===== src/rtl/ex_operand_stage_if.sv =====
// ---------------------------------------------------------------------------
// ex_operand_stage_if
// Bundles every non-clock/reset signal of the ID/EX operand stage.
//   stall, flush               pipeline control into the stage
//   id_*                       decoded fields from the ID stage
//   mem_*, wb_*                forwarding sources from later stages
//   opA, opB, aluOutSel        ALU inputs produced by the stage
//   ex_*                       registered EX-stage fields for downstream use
// Modports:
//   master - the side driving ID/MEM/WB inputs and consuming EX outputs
//   slave  - the operand stage itself
// ---------------------------------------------------------------------------
interface ex_operand_stage_if #(
  parameter int XLEN    = 32,
  parameter int SEL_W   = 4,
  parameter int RADDR_W = 5
);
  logic               stall;
  logic               flush;

  logic               id_valid;
  logic [XLEN-1:0]    id_pc;
  logic [RADDR_W-1:0] id_rs1_addr;
  logic [RADDR_W-1:0] id_rs2_addr;
  logic [XLEN-1:0]    id_rs1_data;
  logic [XLEN-1:0]    id_rs2_data;
  logic [XLEN-1:0]    id_imm;
  logic               id_opa_sel;
  logic               id_opb_sel;
  logic [SEL_W-1:0]   id_alu_sel;
  logic [RADDR_W-1:0] id_rd_addr;
  logic               id_reg_write;

  logic               mem_reg_write;
  logic [RADDR_W-1:0] mem_rd_addr;
  logic [XLEN-1:0]    mem_rd_data;
  logic               wb_reg_write;
  logic [RADDR_W-1:0] wb_rd_addr;
  logic [XLEN-1:0]    wb_rd_data;

  logic [XLEN-1:0]    opA;
  logic [XLEN-1:0]    opB;
  logic [SEL_W-1:0]   aluOutSel;
  logic               ex_valid;
  logic [RADDR_W-1:0] ex_rd_addr;
  logic               ex_reg_write;
  logic [XLEN-1:0]    ex_rs2_fwd;
  logic [XLEN-1:0]    ex_pc;

  modport master (
    output stall, flush,
    output id_valid, id_pc, id_rs1_addr, id_rs2_addr, id_rs1_data, id_rs2_data,
    output id_imm, id_opa_sel, id_opb_sel, id_alu_sel, id_rd_addr, id_reg_write,
    output mem_reg_write, mem_rd_addr, mem_rd_data,
    output wb_reg_write, wb_rd_addr, wb_rd_data,
    input  opA, opB, aluOutSel, ex_valid, ex_rd_addr, ex_reg_write, ex_rs2_fwd, ex_pc
  );

  modport slave (
    input  stall, flush,
    input  id_valid, id_pc, id_rs1_addr, id_rs2_addr, id_rs1_data, id_rs2_data,
    input  id_imm, id_opa_sel, id_opb_sel, id_alu_sel, id_rd_addr, id_reg_write,
    input  mem_reg_write, mem_rd_addr, mem_rd_data,
    input  wb_reg_write, wb_rd_addr, wb_rd_data,
    output opA, opB, aluOutSel, ex_valid, ex_rd_addr, ex_reg_write, ex_rs2_fwd, ex_pc
  );
endinterface


===== src/rtl/ex_operand_stage.sv =====
// ---------------------------------------------------------------------------
// ex_operand_stage
// ID/EX pipeline register with MEM/WB operand forwarding and ALU operand
// selection. Produces opA/opB/aluOutSel for the ALU that follows.
// Ports:
//   clk  - rising-edge clock
//   rst  - synchronous, active-high reset (overrides flush and stall)
//   bus  - ex_operand_stage_if.slave: stall/flush, id_* inputs, mem_*/wb_*
//          forwarding sources, opA/opB/aluOutSel and ex_* outputs
// Edge priority: rst > flush > stall > load.
// ---------------------------------------------------------------------------
module ex_operand_stage #(
  parameter int XLEN    = 32,
  parameter int SEL_W   = 4,
  parameter int RADDR_W = 5
) (
  input  logic               clk,
  input  logic               rst,
  ex_operand_stage_if.slave  bus
);

  // Fields captured from ID and held across stalls.
  typedef struct packed {
    logic               valid;
    logic               reg_write;
    logic [SEL_W-1:0]   alu_sel;
    logic [RADDR_W-1:0] rd_addr;
    logic [RADDR_W-1:0] rs1_addr;
    logic [RADDR_W-1:0] rs2_addr;
    logic               opa_sel;
    logic               opb_sel;
    logic [XLEN-1:0]    pc;
    logic [XLEN-1:0]    imm;
  } ex_ctrl_t;

  ex_ctrl_t        ctrl_q;
  logic [XLEN-1:0] rs1_data_q;
  logic [XLEN-1:0] rs2_data_q;
  logic [XLEN-1:0] rs1_fwd;
  logic [XLEN-1:0] rs2_fwd;

  // MEM is the younger producer so it is checked first; x0 is never bypassed.
  function automatic logic [XLEN-1:0] forward(
    input logic [RADDR_W-1:0] src_addr,
    input logic [XLEN-1:0]    stored,
    input logic               mem_we,
    input logic [RADDR_W-1:0] mem_rd,
    input logic [XLEN-1:0]    mem_data,
    input logic               wb_we,
    input logic [RADDR_W-1:0] wb_rd,
    input logic [XLEN-1:0]    wb_data
  );
    logic [XLEN-1:0] result;
    result = stored;
    if (src_addr != '0) begin
      if (mem_we && (mem_rd == src_addr)) begin
        result = mem_data;
      end else if (wb_we && (wb_rd == src_addr)) begin
        result = wb_data;
      end
    end
    return result;
  endfunction

  // NOTE: every always_comb output gets a default first so no path can infer a latch.
  always_comb begin
    rs1_fwd = forward(ctrl_q.rs1_addr, rs1_data_q,
                      bus.mem_reg_write, bus.mem_rd_addr, bus.mem_rd_data,
                      bus.wb_reg_write, bus.wb_rd_addr, bus.wb_rd_data);
    rs2_fwd = forward(ctrl_q.rs2_addr, rs2_data_q,
                      bus.mem_reg_write, bus.mem_rd_addr, bus.mem_rd_data,
                      bus.wb_reg_write, bus.wb_rd_addr, bus.wb_rd_data);
  end

  // NOTE: sequential state uses non-blocking assignments only; reset is
  // synchronous, so it is just the first branch inside the clocked block.
  always_ff @(posedge clk) begin
    if (rst) begin
      ctrl_q     <= '0;
      rs1_data_q <= '0;
      rs2_data_q <= '0;
    end else if (bus.flush) begin
      // Bubble: only the control that downstream acts on is cleared.
      ctrl_q.valid     <= 1'b0;
      ctrl_q.reg_write <= 1'b0;
      ctrl_q.alu_sel   <= '0;
    end else if (bus.stall) begin
      // Control holds; operand data absorbs any producer retiring now, so a
      // WB write seen only during the stall survives after it releases.
      rs1_data_q <= rs1_fwd;
      rs2_data_q <= rs2_fwd;
    end else begin
      ctrl_q.valid     <= bus.id_valid;
      ctrl_q.reg_write <= bus.id_reg_write & bus.id_valid;
      ctrl_q.alu_sel   <= bus.id_alu_sel;
      ctrl_q.rd_addr   <= bus.id_rd_addr;
      ctrl_q.rs1_addr  <= bus.id_rs1_addr;
      ctrl_q.rs2_addr  <= bus.id_rs2_addr;
      ctrl_q.opa_sel   <= bus.id_opa_sel;
      ctrl_q.opb_sel   <= bus.id_opb_sel;
      ctrl_q.pc        <= bus.id_pc;
      ctrl_q.imm       <= bus.id_imm;
      rs1_data_q       <= bus.id_rs1_data;
      rs2_data_q       <= bus.id_rs2_data;
    end
  end

  assign bus.opA          = ctrl_q.opa_sel ? ctrl_q.pc  : rs1_fwd;
  assign bus.opB          = ctrl_q.opb_sel ? ctrl_q.imm : rs2_fwd;
  assign bus.ex_rs2_fwd   = rs2_fwd;
  assign bus.aluOutSel    = ctrl_q.alu_sel;
  assign bus.ex_valid     = ctrl_q.valid;
  assign bus.ex_reg_write = ctrl_q.reg_write;
  assign bus.ex_rd_addr   = ctrl_q.rd_addr;
  assign bus.ex_pc        = ctrl_q.pc;

endmodule


===== src/flat_wrapper.sv =====
// flat-port wrapper written by rule: the top's interface ports become plain ports
module ex_operand_stage_flat 
#(
  parameter int XLEN    = 32,
  parameter int SEL_W   = 4,
  parameter int RADDR_W = 5
)
  (clk, rst, bus_stall, bus_flush, bus_id_valid, bus_id_pc, bus_id_rs1_addr, bus_id_rs2_addr, bus_id_rs1_data, bus_id_rs2_data, bus_id_imm, bus_id_opa_sel, bus_id_opb_sel, bus_id_alu_sel, bus_id_rd_addr, bus_id_reg_write, bus_mem_reg_write, bus_mem_rd_addr, bus_mem_rd_data, bus_wb_reg_write, bus_wb_rd_addr, bus_wb_rd_data, bus_opA, bus_opB, bus_aluOutSel, bus_ex_valid, bus_ex_rd_addr, bus_ex_reg_write, bus_ex_rs2_fwd, bus_ex_pc);
  ex_operand_stage_if #(.XLEN(XLEN), .SEL_W(SEL_W), .RADDR_W(RADDR_W)) bus_i ();
  input  logic clk;
  input  logic rst;
  input wire logic [$bits(bus_i.stall)-1:0] bus_stall;
  input wire logic [$bits(bus_i.flush)-1:0] bus_flush;
  input wire logic [$bits(bus_i.id_valid)-1:0] bus_id_valid;
  input wire logic [$bits(bus_i.id_pc)-1:0] bus_id_pc;
  input wire logic [$bits(bus_i.id_rs1_addr)-1:0] bus_id_rs1_addr;
  input wire logic [$bits(bus_i.id_rs2_addr)-1:0] bus_id_rs2_addr;
  input wire logic [$bits(bus_i.id_rs1_data)-1:0] bus_id_rs1_data;
  input wire logic [$bits(bus_i.id_rs2_data)-1:0] bus_id_rs2_data;
  input wire logic [$bits(bus_i.id_imm)-1:0] bus_id_imm;
  input wire logic [$bits(bus_i.id_opa_sel)-1:0] bus_id_opa_sel;
  input wire logic [$bits(bus_i.id_opb_sel)-1:0] bus_id_opb_sel;
  input wire logic [$bits(bus_i.id_alu_sel)-1:0] bus_id_alu_sel;
  input wire logic [$bits(bus_i.id_rd_addr)-1:0] bus_id_rd_addr;
  input wire logic [$bits(bus_i.id_reg_write)-1:0] bus_id_reg_write;
  input wire logic [$bits(bus_i.mem_reg_write)-1:0] bus_mem_reg_write;
  input wire logic [$bits(bus_i.mem_rd_addr)-1:0] bus_mem_rd_addr;
  input wire logic [$bits(bus_i.mem_rd_data)-1:0] bus_mem_rd_data;
  input wire logic [$bits(bus_i.wb_reg_write)-1:0] bus_wb_reg_write;
  input wire logic [$bits(bus_i.wb_rd_addr)-1:0] bus_wb_rd_addr;
  input wire logic [$bits(bus_i.wb_rd_data)-1:0] bus_wb_rd_data;
  output wire logic [$bits(bus_i.opA)-1:0] bus_opA;
  output wire logic [$bits(bus_i.opB)-1:0] bus_opB;
  output wire logic [$bits(bus_i.aluOutSel)-1:0] bus_aluOutSel;
  output wire logic [$bits(bus_i.ex_valid)-1:0] bus_ex_valid;
  output wire logic [$bits(bus_i.ex_rd_addr)-1:0] bus_ex_rd_addr;
  output wire logic [$bits(bus_i.ex_reg_write)-1:0] bus_ex_reg_write;
  output wire logic [$bits(bus_i.ex_rs2_fwd)-1:0] bus_ex_rs2_fwd;
  output wire logic [$bits(bus_i.ex_pc)-1:0] bus_ex_pc;
  assign bus_i.stall = bus_stall;
  assign bus_i.flush = bus_flush;
  assign bus_i.id_valid = bus_id_valid;
  assign bus_i.id_pc = bus_id_pc;
  assign bus_i.id_rs1_addr = bus_id_rs1_addr;
  assign bus_i.id_rs2_addr = bus_id_rs2_addr;
  assign bus_i.id_rs1_data = bus_id_rs1_data;
  assign bus_i.id_rs2_data = bus_id_rs2_data;
  assign bus_i.id_imm = bus_id_imm;
  assign bus_i.id_opa_sel = bus_id_opa_sel;
  assign bus_i.id_opb_sel = bus_id_opb_sel;
  assign bus_i.id_alu_sel = bus_id_alu_sel;
  assign bus_i.id_rd_addr = bus_id_rd_addr;
  assign bus_i.id_reg_write = bus_id_reg_write;
  assign bus_i.mem_reg_write = bus_mem_reg_write;
  assign bus_i.mem_rd_addr = bus_mem_rd_addr;
  assign bus_i.mem_rd_data = bus_mem_rd_data;
  assign bus_i.wb_reg_write = bus_wb_reg_write;
  assign bus_i.wb_rd_addr = bus_wb_rd_addr;
  assign bus_i.wb_rd_data = bus_wb_rd_data;
  assign bus_opA = bus_i.opA;
  assign bus_opB = bus_i.opB;
  assign bus_aluOutSel = bus_i.aluOutSel;
  assign bus_ex_valid = bus_i.ex_valid;
  assign bus_ex_rd_addr = bus_i.ex_rd_addr;
  assign bus_ex_reg_write = bus_i.ex_reg_write;
  assign bus_ex_rs2_fwd = bus_i.ex_rs2_fwd;
  assign bus_ex_pc = bus_i.ex_pc;
  ex_operand_stage #(.XLEN(XLEN), .SEL_W(SEL_W), .RADDR_W(RADDR_W)) u_core (.clk(clk), .rst(rst), .bus(bus_i));
endmodule

===== config.mk =====
export PLATFORM = sky130hd
export DESIGN_NAME = ex_operand_stage_flat
export DESIGN_NICKNAME = d
export VERILOG_FILES = /design/src/rtl/ex_operand_stage_if.sv /design/src/rtl/ex_operand_stage.sv /design/src/flat_wrapper.sv
export SDC_FILE = /design/constraint.sdc
export NUM_CORES = 1
export LEC_CHECK = 0
export ABC_AREA = 0
export BUFFER_PORTS_ARGS = -buffer_cell sky130_fd_sc_hd__buf_2
export CORE_AREA = 2 2 142 144
export CTS_BUF_LIST = sky130_fd_sc_hd__clkbuf_4
export DETAILED_ROUTE_END_ITERATION = 16
export DIE_AREA = 0 0 144 146
export PLACE_DENSITY = 0.75
export SETUP_SLACK_MARGIN = 0.05
export SLEW_MARGIN = 20
export SYNTH_ARGS = -nofsm -noshare
export SYNTH_HDL_FRONTEND = slang
export SYNTH_SLANG_ARGS = --single-unit

===== constraint.sdc =====
create_clock -name clk -period 2.7 [get_ports clk]
set_input_delay 0.54 -clock clk [delete_from_list [all_inputs] [get_ports clk]]
set_output_delay 0.54 -clock clk [all_outputs]
set_load 0.1 [all_outputs]

After elaboration in Yosys (flattened, before gate mapping). Index checks and enable logic that the tools add are counted.

Word-level logic and storage cells: 37. Bits of input ports: 231. Register bits after elaboration: 151. Output and inout bits: 139.

Mux-type cells: 10. Eq/ne operators: 4. Reduce and logical (&&, ||, !) cells: 8. Bitwise gates (word level): 3.

Operators by type and width (count): $mux W32 (10); $eq A5 B5 Y1 (4); $reduce_bool A5 Y1 (2); $logic_and A1 B1 Y1 (4); $not A1 Y1 (2); $reduce_and A2 Y1 (1); $reduce_or A2 Y1 (1); $and A1 B1 Y1 (1).

Longest topological paths before layout.
Depth in word-level cells: 6. Depth in mapped cells: 8. Depth with buffers taken out: 6.

Worst setup path before layout. OpenSTA, ideal clock, no wires.

Path type: input to output. From: input bus_mem_reg_write. To: output bus_opB[0]. Slack: -1609 ps. Stages on the path: 7. Required time: 2160 ps. Data arrival time: 3769 ps. Path buffers: 2. Cell sequence: clkbuf_1 nor3b_2 and2_1 clkbuf_1 a32oi_1 o2bb2ai_1 mux2_2.

Longest elaborated chain between the ends: 4.

RTL lines: start, declared (line flat_wrapper.sv:26) `input wire logic [$bits(bus_i.mem_reg_write)-1:0] bus_mem_reg_write;`; $logic_and A1 B1 Y1 (line ex_operand_stage.sv:56) `if (mem_we && (mem_rd == src_addr)) begin`; $mux W32 (line ex_operand_stage.sv:56); $mux W32 (line ex_operand_stage.sv:55) `if (src_addr != '0) begin`; named net bus_ex_rs2_fwd[0] (line flat_wrapper.sv:38) `output wire logic [$bits(bus_i.ex_rs2_fwd)-1:0] bus_ex_rs2_fwd;`; $mux W32 (line ex_operand_stage.sv:109) `assign bus.opB = ctrl_q.opb_sel ? ctrl_q.imm : rs2_fwd;`; end, declared (line flat_wrapper.sv:33) `output wire logic [$bits(bus_i.opB)-1:0] bus_opB;`.

The timed path passes the listed nets, and every way through them passes these cells.

Worst setup path in the final report.
From: register u_core.ctrl_q[70] (netlist bit). To: output bus_opB[9].

Longest elaborated chain between the ends: 6. Elaborated cells between the ends (all ways): 9.

RTL lines: start, declared (line ex_operand_stage.sv:36) `ex_ctrl_t ctrl_q;`; $eq A5 B5 Y1 (line ex_operand_stage.sv:58) `end else if (wb_we && (wb_rd == src_addr)) begin`; $logic_and A1 B1 Y1 (line ex_operand_stage.sv:58); $mux W32 (line ex_operand_stage.sv:58); $mux W32 (line ex_operand_stage.sv:56); $mux W32 * (line ex_operand_stage.sv:55); $mux W32 * (line ex_operand_stage.sv:109).

Mark *: on every way between the ends. The rest lies on a longest branch, timed or not.

==> results <==
- The run finished, with violations left.
- The final reports fail on setup timing.
- The synthesized design contains 0 enable-type register cells.
- Synthesis inferred 151 register bits.
- After synthesis, the netlist uses 44 different library cells.
- The tree is rooted in a clkbuf_4.
- Sequential cells account for 34.6% of the total power.
- Among all flip-flop cells after synthesis, the most frequent one is dfxtp_1.
- The routed wire length per instance is around 23 um.
- After the last flow step, the layout net total stands at between 1500 and 2000.
- Once routing completed, OpenROAD measured the worst setup slack at -714 ps.
- The worst stage delay on the critical path is 390 ps.
- The die covers 21000 um^2.
- The H-tree generated during clock tree synthesis spans 4 levels.
- The library cell used most frequently in the layout, excluding fill and tap cells, is buf_2.
- The wire length reported by the detailed router is 40200 um.
- For this design the ratio of total power to cell area is ~440 nW/um^2.
- The via count of the first global-routing pass was about 10000.
- The total routing resource utilization after global routing is approximately 34%.
- The final setup violation count is 96.
- Data on the critical path arrives at its endpoint at between 2000 and 3000 ps.
- The routed layout has between 10000 and 15000 vias.
- The mean post-synth cell area is 7.86 um^2.
- Traced cell by cell, the critical path runs through buf_6 > xor2_4 > nor3b_4 > a211oi_4 > buf_12 > nand3_1 > nand2_1 > buf_4 > a221o_2 > buf_12.
- The final-report max-slew violation count is 0.
- In this run the tightest slew margin relative to its limit is about three fifths.
- The count of nets left with antenna violations once routing finished came out at 0.
- The sequential fraction of the synthesis area is 35.3%.
- The number of warnings printed during yosys synthesis is 0.
- STA classifies the critical path startpoint as a register.
- Among all stages on the critical path, the largest delay is contributed by a221o_2.
- The largest vdd supply drop is around 340 uV.
- STA puts the critical path data required time at approximately 2200 ps.
- Measured along the y axis, the die boundary spans 146 um.
- The share of total power in the clock network is between 20% and 30%.
- The leakage component of the power is slightly above 6 nW.
- In the routed design, unresolved DRC markers number 0.
- Using the TritonRoute via totals, the vias-per-cell ratio works out to about 6.
- The switching power as a share of total power is a little over two fifths.
- Setup repair after global routing could not meet its margin everywhere.
- The worst setup path is of the reg -> out kind.
- Internal power comes to approximately 4 mW.
- The clock passes through at most 2 buffers.
- The initial utilization of the core area, before any placement, comes to about 44%.
- The number of antenna violations at the first check in global routing is 5.
- The library cell appearing most often on the critical path is buf_12.
- The highest fanout seen on the critical path is 31.
- For this design the top-level I/O count stands at 370.
- The share of flip-flops with an asynchronous set or reset is 0%.
- The final critical path takes up 126% of the cycle.
- The ratio of cells with drive above 1 in the final layout is 52.3%.
- The max capacitance violation total is 0.
- The count of TritonRoute iterations in the first routing pass is 5.
- The transition time at the pin with the least slew margin is 605 ps.
- The die width is ~140 um.
- The number of endpoints with negative hold slack in the final report is 0.
- The routed design could run at a clock period as short as 3410 ps.
- The worst setup slack before clock tree synthesis is -380 ps.
- Clock-pin slew was measured on the worst setup and hold paths at 160 ps.
- The standard-cell row count is a little over 50.
- For this design, the CTS-stage hold fixing added 0 buffers.
- The sink count of the clock tree is between 150 and 200.
- The congestion estimate from routability-driven global placement came to 0.950.
- The number of nets handed over by synthesis was roughly 1300.
- The core region is 19300 um^2.
- The worst min-delay path class is in -> reg.
- The total net switching power is 3.10 mW.
- The cell area after synthesis is around 8600 um^2.
- The type of element capturing the critical path is an output port.
- The synthesis-to-layout area growth is 87.0%.
- The clock tree from TritonCTS is yes.
- The final setup skew is 25.6 ps.
- Leaving out fill and tap cells, the most frequent cells in the layout are buf_2, nand2_1, dfxtp_1.
- The sum of net half-perimeters after detailed placement is around 27000 um.
- The number of input and output port buffers inserted is 369.
- The TritonCTS buffer count is 17.
- The total power is approximately 7.1 mW.
- Entering global routing, the biggest net connects slightly above 60 pins.
- Derived from the worst setup path, the maximum achievable clock frequency is between 200 and 300 MHz.
- The clock latency on the worst-skew pair is around 620 ps.
- The first global-routing pass estimated around 57000 um of wire.
- The share of power burned in combinational logic is about 44%.
- Synthesis produced a netlist whose cell count is about 1100.
- The aggregate global routing overflow is 0.
- The finished cells cover 16000 um^2.
- The standard cell area after detailed placement is between 10000 and 15000 um^2.
- The count of routing violations after the opening detailed-route iteration is around 780.
==> stage by stage <==
step	cells	util (%)	hold WS, ps	TNS [ps]
2_1_floorplan	1089	-	436	-9020
3_3_place_gp	1682	70.8	440	-20570
3_5_place_dp	1682	70.8	446	-24840
5_1_grt	1750	82.7	130	-62660
6_report	1752	82.8	153	-54400
4_1_cts	1726	78.2	129	-51140
==> worst max-delay path, delay by kind of cell, from the launching register on <==
family,cells,cell delay (ps)
simple gates,3,520
xor+xnor,1,180
buf+inv,4,690
compound gates,2,500
flops,1,370
==> power groups by stage <==
stage | clock, mW | sequential, mW | combinational (mW)
3_5_place_dp | 0 | 2.48 | 2.66
5_1_grt | 1.63 | 2.46 | 3.20
6_report | 1.53 | 2.45 | 3.11
2_1_floorplan | 0 | 2.46 | 1.89
3_3_place_gp | 0 | 2.48 | 2.64
4_1_cts | 1.52 | 2.44 | 2.94
==> cell usage after synthesis (5+ instances only) <==
cell	instances	area [um^2]
buf_2	13	65.1
a221oi_1	30	263
nand3_1	7	35.0
nand2_1	268	1010
o2bb2ai_1	56	490
a221o_1	34	340
a21oi_1	113	566
a22oi_1	31	233
nor2_1	21	78.8
clkbuf_1	86	323
buf_6	5	56.3
dfxtp_1	151	3020
buf_4	41	308
a32oi_1	26	228
o21ai_0	32	160
o32ai_1	30	263
inv_1	34	128
a21o_1	5	37.5
xnor2_1	5	43.8
xor2_1	15	131
nor3_1	9	45.0
mux2_2	32	360
==> worst paths after layout <==
| kind | from | end | slack (ps) | depth (start not counted) |
|---|---|---|---|---|
| worst max register to register | u_core.ctrl_q[70] | u_core.rs2_data_q[20] | 120 | 10 |
| worst min register to register | u_core.bus.ex_rd_addr[2] | u_core.bus.ex_rd_addr[2] | 470 | 2 |
| worst min-delay path | bus_id_pc[8] | u_core.bus.ex_pc[8] | 150 | 3 |
| worst max-delay path | u_core.ctrl_q[70] | bus_opB[9] | -710 | 10 |
==> sequential cells by signal, summed over array words and instances, names as in the netlist <==
signal                   cells
u_core.rs2_data_q           32
u_core.ctrl_q               44
u_core.bus.ex_valid          1
u_core.bus.aluOutSel         4
u_core.bus.ex_rd_addr        5
u_core.rs1_data_q           32
u_core.bus.ex_pc            32
u_core.bus.ex_reg_write      1
==> layer usage <==
metal | vias up | share of wire (%) | track usage (%)
met2 | 618 | 50 | 58.7
met3 | 122 | 9.0 | 7.40
met1 | 5030 | 37 | 42.4
met5 | - | 0 | 0
met4 | 0 | 3.8 | 12.8
li1 | 4701 | - | -
==> cell type report <==
class	count	area, um^2
antenna	6	15.0
clock buffer	17	128
clock inverter	15	156
fill	1083	3330
inverter	34	128
multi-input combinational	756	7260
sequential	151	3040
tap	265	332
timing repair buffer	508	4940
==> cell families after synthesis <==
group,after synthesis,synth area share (%)
simple gates,332,16.1
buf+inv,182,10.5
compound gates,368,31.4
xor+xnor,20,2.05
mux,36,4.68
flops,151,35.3
==> repair_timing <==
item | in CTS | in global routing
setup buffers | 9 | 14
pin swaps | 35 | 27
setup endpoints to repair | 96 | 118
gates cloned | 3 | 7
resized for setup | 202 | 104
No activity file was read; power rests on OpenSTA's default activity.
